[config.mk]
export PLATFORM = sky130hd
export DESIGN_NAME = spmv_result_packer_flat
export DESIGN_NICKNAME = d
export VERILOG_FILES = /design/src/rtl/spmv_result_packer_if.sv /design/src/rtl/spmv_result_packer.sv /design/src/flat_wrapper.sv
export SDC_FILE = /design/constraint.sdc
export NUM_CORES = 2
export LEC_CHECK = 0
export CORE_AREA = 2 2 290 292
export DETAILED_ROUTE_END_ITERATION = 8
export DIE_AREA = 0 0 292 294
export PLACE_DENSITY = 0.8
export SLEW_MARGIN = 20
export SYNTH_ARGS = -nofsm -noshare
export SYNTH_HDL_FRONTEND = slang
export SYNTH_SLANG_ARGS = --single-unit
[constraint.sdc]
create_clock -name clk -period 4.15 [get_ports clk]
set_input_delay 0.6225 -clock clk [delete_from_list [all_inputs] [get_ports clk]]
set_output_delay 0.6225 -clock clk [all_outputs]
set_load 0.02 [all_outputs]
[src/rtl/spmv_result_packer_if.sv]
// Output stream of the SpMV result packer: one packed write-back word per beat,
// with a byte mask and an end-of-vector marker.
interface spmv_result_packer_if #(
    parameter int OUT_W = 512
);
    logic                 tvalid;
    logic                 tready;
    logic [OUT_W-1:0]     tdata;
    logic [OUT_W/8-1:0]   tkeep;
    logic                 tlast;

    modport master (
        output tvalid,
        output tdata,
        output tkeep,
        output tlast,
        input  tready
    );

    modport slave (
        input  tvalid,
        input  tdata,
        input  tkeep,
        input  tlast,
        output tready
    );
endinterface

[src/rtl/spmv_result_packer.sv]
// Packs one result vector from the selected precision lane (double/single/half)
// into OUT_W-bit write-back words, masking and flagging the final partial word.
module spmv_result_packer #(
    parameter int OUT_W = 512,
    parameter int LEN_W = 32
) (
    input  logic                clk,
    input  logic                rst,
    input  logic [1:0]          Ctrl_sig,
    input  logic                start,
    input  logic [LEN_W-1:0]    len,
    output logic                busy,
    output logic                done,
    input  logic                in_double_valid,
    output logic                in_double_ready,
    input  logic [63:0]         in_double_data,
    input  logic                in_single_valid,
    output logic                in_single_ready,
    input  logic [31:0]         in_single_data,
    input  logic                in_half_valid,
    output logic                in_half_ready,
    input  logic [15:0]         in_half_data,
    spmv_result_packer_if.master m_axis
);

    localparam int KEEP_W    = OUT_W / 8;
    localparam int LANES_D   = OUT_W / 64;
    localparam int LANES_S   = OUT_W / 32;
    localparam int LANES_H   = OUT_W / 16;
    localparam int IDX_W     = (LANES_H > 1) ? $clog2(LANES_H) : 1;
    localparam int OFF_W     = $clog2(OUT_W);

    typedef enum logic [1:0] {
        ST_IDLE  = 2'd0,
        ST_FILL  = 2'd1,
        ST_DRAIN = 2'd2
    } state_t;

    typedef enum logic [1:0] {
        MODE_HALF   = 2'd0,
        MODE_SINGLE = 2'd1,
        MODE_DOUBLE = 2'd2
    } mode_t;

    // Ctrl_sig encoding 3 is deliberately folded onto double precision.
    function automatic mode_t decode_mode(input logic [1:0] ctrl);
        mode_t m;
        case (ctrl)
            2'd0:    m = MODE_HALF;
            2'd1:    m = MODE_SINGLE;
            default: m = MODE_DOUBLE;
        endcase
        return m;
    endfunction

    function automatic logic [KEEP_W-1:0] keep_mask(input mode_t mode, input logic [IDX_W:0] filled);
        logic [KEEP_W-1:0] mask;
        logic [1:0]        sh;
        mask = '0;
        case (mode)
            MODE_HALF:   sh = 2'd1;
            MODE_SINGLE: sh = 2'd2;
            default:     sh = 2'd3;
        endcase
        for (int b = 0; b < KEEP_W; b++) begin
            mask[b] = ((b >> sh) < int'(filled));
        end
        return mask;
    endfunction

    state_t              state_r;
    mode_t               mode_r;
    logic [LEN_W-1:0]    elem_cnt_r;
    logic [IDX_W-1:0]    lane_idx_r;
    logic [OUT_W-1:0]    acc_r;
    logic                busy_r;
    logic                done_r;
    logic                tvalid_r;
    logic [OUT_W-1:0]    tdata_r;
    logic [KEEP_W-1:0]   tkeep_r;
    logic                tlast_r;

    logic                sel_valid_s;
    logic [OUT_W-1:0]    elem_s;
    logic [IDX_W-1:0]    lanes_m1_s;
    logic [OFF_W-1:0]    bit_off_s;
    logic                last_elem_s;
    logic                word_full_s;
    logic                complete_s;
    logic                out_free_s;
    logic                lane_ready_s;
    logic                accept_s;
    logic [OUT_W-1:0]    merged_s;
    logic [IDX_W:0]      filled_s;

    // Lane mux: select the active input lane, its element width and bit offset.
    always_comb begin
        sel_valid_s = 1'b0;
        elem_s      = '0;
        lanes_m1_s  = '0;
        bit_off_s   = '0;
        case (mode_r)
            MODE_HALF: begin
                sel_valid_s = in_half_valid;
                elem_s      = OUT_W'(in_half_data);
                lanes_m1_s  = IDX_W'(LANES_H - 1);
                bit_off_s   = OFF_W'(lane_idx_r) << 3'd4;
            end
            MODE_SINGLE: begin
                sel_valid_s = in_single_valid;
                elem_s      = OUT_W'(in_single_data);
                lanes_m1_s  = IDX_W'(LANES_S - 1);
                bit_off_s   = OFF_W'(lane_idx_r) << 3'd5;
            end
            default: begin
                sel_valid_s = in_double_valid;
                elem_s      = OUT_W'(in_double_data);
                lanes_m1_s  = IDX_W'(LANES_D - 1);
                bit_off_s   = OFF_W'(lane_idx_r) << 3'd6;
            end
        endcase
    end

    // A word-completing element may only enter when the output register can take the word.
    assign last_elem_s  = (elem_cnt_r == LEN_W'(1));
    assign word_full_s  = (lane_idx_r == lanes_m1_s);
    assign complete_s   = last_elem_s || word_full_s;
    assign out_free_s   = !tvalid_r || m_axis.tready;
    assign lane_ready_s = (state_r == ST_FILL) && (!complete_s || out_free_s);
    assign accept_s     = lane_ready_s && sel_valid_s;
    assign merged_s     = acc_r | (elem_s << bit_off_s);
    assign filled_s     = {1'b0, lane_idx_r} + (IDX_W+1)'(1);

    assign in_double_ready = lane_ready_s && (mode_r == MODE_DOUBLE);
    assign in_single_ready = lane_ready_s && (mode_r == MODE_SINGLE);
    assign in_half_ready   = lane_ready_s && (mode_r == MODE_HALF);

    assign busy          = busy_r;
    assign done          = done_r;
    assign m_axis.tvalid = tvalid_r;
    assign m_axis.tdata  = tdata_r;
    assign m_axis.tkeep  = tkeep_r;
    assign m_axis.tlast  = tlast_r;

    // Control FSM, accumulation register, counters and output register.
    always_ff @(posedge clk) begin
        if (rst) begin
            state_r    <= ST_IDLE;
            mode_r     <= MODE_HALF;
            elem_cnt_r <= '0;
            lane_idx_r <= '0;
            acc_r      <= '0;
            busy_r     <= 1'b0;
            done_r     <= 1'b0;
            tvalid_r   <= 1'b0;
            tdata_r    <= '0;
            tkeep_r    <= '0;
            tlast_r    <= 1'b0;
        end else begin
            done_r <= 1'b0;
            if (tvalid_r && m_axis.tready) begin
                tvalid_r <= 1'b0;
            end
            case (state_r)
                ST_IDLE: begin
                    if (start) begin
                        if (len == '0) begin
                            done_r <= 1'b1;
                        end else begin
                            mode_r     <= decode_mode(Ctrl_sig);
                            elem_cnt_r <= len;
                            lane_idx_r <= '0;
                            acc_r      <= '0;
                            busy_r     <= 1'b1;
                            state_r    <= ST_FILL;
                        end
                    end
                end
                ST_FILL: begin
                    if (accept_s) begin
                        if (elem_cnt_r != '0) begin
                            elem_cnt_r <= elem_cnt_r - LEN_W'(1);
                        end
                        if (complete_s) begin
                            // Unfilled lanes are already zero because acc_r is cleared per word.
                            tvalid_r   <= 1'b1;
                            tdata_r    <= merged_s;
                            tkeep_r    <= keep_mask(mode_r, filled_s);
                            tlast_r    <= last_elem_s;
                            acc_r      <= '0;
                            lane_idx_r <= '0;
                            if (last_elem_s) begin
                                state_r <= ST_DRAIN;
                            end
                        end else begin
                            acc_r      <= merged_s;
                            lane_idx_r <= lane_idx_r + IDX_W'(1);
                        end
                    end
                end
                ST_DRAIN: begin
                    if (tvalid_r && m_axis.tready) begin
                        done_r  <= 1'b1;
                        busy_r  <= 1'b0;
                        state_r <= ST_IDLE;
                    end
                end
                default: begin
                    busy_r  <= 1'b0;
                    state_r <= ST_IDLE;
                end
            endcase
        end
    end

endmodule

[src/flat_wrapper.sv]
// flat-port wrapper written by rule: the top's interface ports become plain ports
module spmv_result_packer_flat 
#(
    parameter int OUT_W = 512,
    parameter int LEN_W = 32
)
  (clk, rst, Ctrl_sig, start, len, busy, done, in_double_valid, in_double_ready, in_double_data, in_single_valid, in_single_ready, in_single_data, in_half_valid, in_half_ready, in_half_data, m_axis_tvalid, m_axis_tdata, m_axis_tkeep, m_axis_tlast, m_axis_tready);
  spmv_result_packer_if #(.OUT_W(OUT_W)) m_axis_i ();
  input  logic clk;
  input  logic rst;
  input  logic [1:0] Ctrl_sig;
  input  logic start;
  input  logic [LEN_W-1:0] len;
  output logic busy;
  output logic done;
  input  logic in_double_valid;
  output logic in_double_ready;
  input  logic [63:0] in_double_data;
  input  logic in_single_valid;
  output logic in_single_ready;
  input  logic [31:0] in_single_data;
  input  logic in_half_valid;
  output logic in_half_ready;
  input  logic [15:0] in_half_data;
  output wire logic [$bits(m_axis_i.tvalid)-1:0] m_axis_tvalid;
  output wire logic [$bits(m_axis_i.tdata)-1:0] m_axis_tdata;
  output wire logic [$bits(m_axis_i.tkeep)-1:0] m_axis_tkeep;
  output wire logic [$bits(m_axis_i.tlast)-1:0] m_axis_tlast;
  input wire logic [$bits(m_axis_i.tready)-1:0] m_axis_tready;
  assign m_axis_tvalid = m_axis_i.tvalid;
  assign m_axis_tdata = m_axis_i.tdata;
  assign m_axis_tkeep = m_axis_i.tkeep;
  assign m_axis_tlast = m_axis_i.tlast;
  assign m_axis_i.tready = m_axis_tready;
  spmv_result_packer #(.OUT_W(OUT_W), .LEN_W(LEN_W)) u_core (.clk(clk), .rst(rst), .Ctrl_sig(Ctrl_sig), .start(start), .len(len), .busy(busy), .done(done), .in_double_valid(in_double_valid), .in_double_ready(in_double_ready), .in_double_data(in_double_data), .in_single_valid(in_single_valid), .in_single_ready(in_single_ready), .in_single_data(in_single_data), .in_half_valid(in_half_valid), .in_half_ready(in_half_ready), .in_half_data(in_half_data), .m_axis(m_axis_i));
endmodule
==> flow_summary.json <==
{
  "outcome": "completed",
  "ys_seq_elements": 1133,
  "dp.cells": 6097,
  "regArea_mm2": 0.0227,
  "r2r_start": "u_core.mode_r[0]",
  "grt_pass1_wl_mm": 245,
  "hpwl_mm": 115,
  "clk_latency_ns": 0.69,
  "core_area_mm2": 0.0829,
  "power_density_mw_per_mm2": 415,
  "r2r_setup_slack_ns": 0.26,
  "via_per_inst": 6.43,
  "drtPass1Iterations": 7,
  "arrival_ns": 3.37,
  "synthTopCellsByArea": "dfxtp_1 (51%), a22o_1 (9.3%), a211oi_1 (8.4%)",
  "pre_cts_ws_ns": 0.355,
  "syn_inst": 4625,
  "fp.dieW_um": 292,
  "cp_max_fo": 21,
  "fin_crit_sh": 0.962,
  "root_buffer": "clkbuf_16",
  "seqPwrFrac": 0.478,
  "yosys_warnings": 0,
  "crit_path_end": "in_double_ready",
  "slew_violations": 0,
  "grt_usage": 0.371,
  "grt_overflow": 0,
  "cts_setup_buffers": 0,
  "fill_cells": 6429,
  "peakVddDrop_v": 0.000367,
  "ios": 736,
  "layout.nets": 5316,
  "cts_buffer_depth": 3,
  "synth_cell_types": 83,
  "synth_enable_flop_cells": 0,
  "final.setup_skew_ns": 0.0281,
  "placed_cell_area_mm2": 0.0518,
  "synth.top_cells.by_count": "dfxtp_1 (1133), nor2_1 (580), nor3_1 (529)",
  "cts_repair_resize_count": 0,
  "p_leak_nw": 20.1,
  "tightestPinTransition_ns": 1.18,
  "net-switching-power_mw": 5.74,
  "remaining_drc_errors": 0,
  "clock-sinks": 1133,
  "drive_gt1_frac": 0.0790,
  "synthFlopType": "dfxtp_1",
  "cap_violations": 0,
  "worst_slack_ns": 0.158,
  "crit_start": "u_core.lane_idx_r[0]",
  "ff2ff_path_depth": 7,
  "initial_core_util": 0.532,
  "finalSetupViolCount": 0,
  "antenna_found_initial": 22,
  "grt_pass1_vias": 38200,
  "synth_most_common_cell": "dfxtp_1",
  "cts_made_buffers": 109,
  "end_kind": "output port",
  "synth_area_per_cell_um2": 9.53,
  "fin_crit_ns": 3.99,
  "drt_iter0_drc": 4726,
  "setup_tns_ns": 0,
  "htree_levels": 3,
  "synth_area_leader_cell": "dfxtp_1",
  "hold_viol": 0,
  "slew_headroom": 0.198,
  "syn-cell-area_mm2": 0.0441,
  "finalWirelength_mm": 166,
  "p_int_mw": 17.3,
  "io_buffers": 735,
  "stdcell_count": 6314,
  "start_kind": "flop",
  "reg2reg_to": "u_core.acc_r[113]",
  "clkTransAtPathRegs_ns": 0.06,
  "crit_required_ns": 3.53,
  "hold_buffers": 0,
  "netlist.area_leader.share": 0.515,
  "tritoncts": "done",
  "power_frac_comb": 0.079,
  "hold_class": "in -> reg",
  "multi_input_area_mm2": 0.0190,
  "postRouteAntennaNets": 0,
  "finalInstanceArea_mm2": 0.0556,
  "rows": 106,
  "gp_congestion": 0.944,
  "pwr-share-clk": 0.444,
  "utilization": 0.670,
  "grt_max_degree": 199,
  "synthArstFlopShare": 0,
  "rsz0062_at_grt": "false",
  "die_y_um": 294,
  "path_class": "reg -> out",
  "switching_share": 0.249,
  "wire_per_inst_um": 26.3,
  "synth-seq-area-share": 0.515,
  "die_area_mm2": 0.0858,
  "fmaxAchievable_mhz": 250,
  "area_growth_pct": 26.0,
  "num_vias": 40600
}
## worst min-delay path by stage
stage	startpoint	to	slack, ns	cells past startpoint
after floorplan	u_core.acc_r[144]	u_core.acc_r[144]	0.43	1
after global placement	u_core.m_axis.tkeep[48]	u_core.m_axis.tkeep[48]	0.43	1
after detailed placement	u_core.m_axis.tkeep[48]	u_core.m_axis.tkeep[48]	0.44	1
after CTS	rst	u_core.m_axis.tkeep[29]	0.38	2
after global routing	rst	u_core.elem_cnt_r[23]	0.41	2
final	rst	u_core.mode_r[0]	0.42	2
## worst max-delay path, cell delays in order (launching register included)
cell and delay (ns):
dfxtp_1 0.89, ha_1 0.41, and2_1 0.27, o31ai_4 0.17, a21oi_1 0.27, nor4_1 0.07, clkdlybuf4s50_1 0.60
## sequential cells by signal, indices dropped and copies added (netlist names), 2 cells and up
signal and count:
u_core.elem_cnt_r 32, u_core.lane_idx_r 5, u_core.m_axis.tkeep 64, u_core.m_axis.tdata 512
u_core.mode_r 2, u_core.state_r 2, u_core.acc_r 512
## metrics by stage
step / hold WS (ns) / power, mW
2_1_floorplan: 0.434 / 12.2
3_3_place_gp: 0.433 / 13.0
3_5_place_dp: 0.438 / 13.0
4_1_cts: 0.377 / 23.0
5_1_grt: 0.409 / 23.6
6_report: 0.423 / 23.0
## power by group through the flow
stage                     Clock (mW)  Combinational (mW)  Sequential, mW
after floorplan                    0                1.02            11.2
after global placement             0                1.73            11.2
after detailed placement           0                1.75            11.2
after CTS                       10.2                1.76            11.0
after global routing            10.7                1.89            11.0
final                           10.2                1.81            11.0
## layout by cell type, fill, tap and decap left out, types with 20 or more instances in the layout
master           instances
nand3_1                 35
nor4_1                  20
a211oi_1               491
inv_1                   21
a21oi_1                147
nor2_1                 573
buf_12                  23
buf_4                  117
clkbuf_8                26
nand2_1                 99
clkdlybuf4s50_1        734
o21a_1                  25
a21o_1                  30
a22o_1                 469
clkbuf_16              109
o2bb2ai_1               72
ha_1                    35
and2_1                  52
clkbuf_1                20
a31oi_1                 42
clkinv_2                24
mux2i_1                 35
dfxtp_1               1131
o21ai_0                 94
nor3_1                 524
## kinds of logic after synthesis
logic type / after synthesis / synth area share
xor gates and xnor gates: 8 / 0.00159
DFF: 1133 / 0.515
muxes: 54 / 0.0128
buffers and inverters: 509 / 0.0592
AOI/OAI and AO/OA: 1470 / 0.252
other: 2 / 0.000170
adders and majority gates: 35 / 0.00993
and+or+nand+nor: 1414 / 0.150
## layout make-up
| type | count | share of cell area |
|---|---|---|
| tap | 1080 | 0.0243 |
| clock buffer | 155 | 0.0569 |
| inverter | 23 | 0.00160 |
| antenna | 19 | 0.000856 |
| clock inverter | 43 | 0.00912 |
| sequential | 1133 | 0.408 |
| multi-input combinational | 2986 | 0.342 |
| timing repair buffer | 875 | 0.157 |
## per-layer routing
layer | wire length [um] | GRT usage
met3 | 18200 | 0.0965
met4 | 8980 | 0.190
met5 | 69 | 0
met2 | 74500 | 0.575
met1 | 64200 | 0.477
No activity file was read; power rests on OpenSTA's default activity.
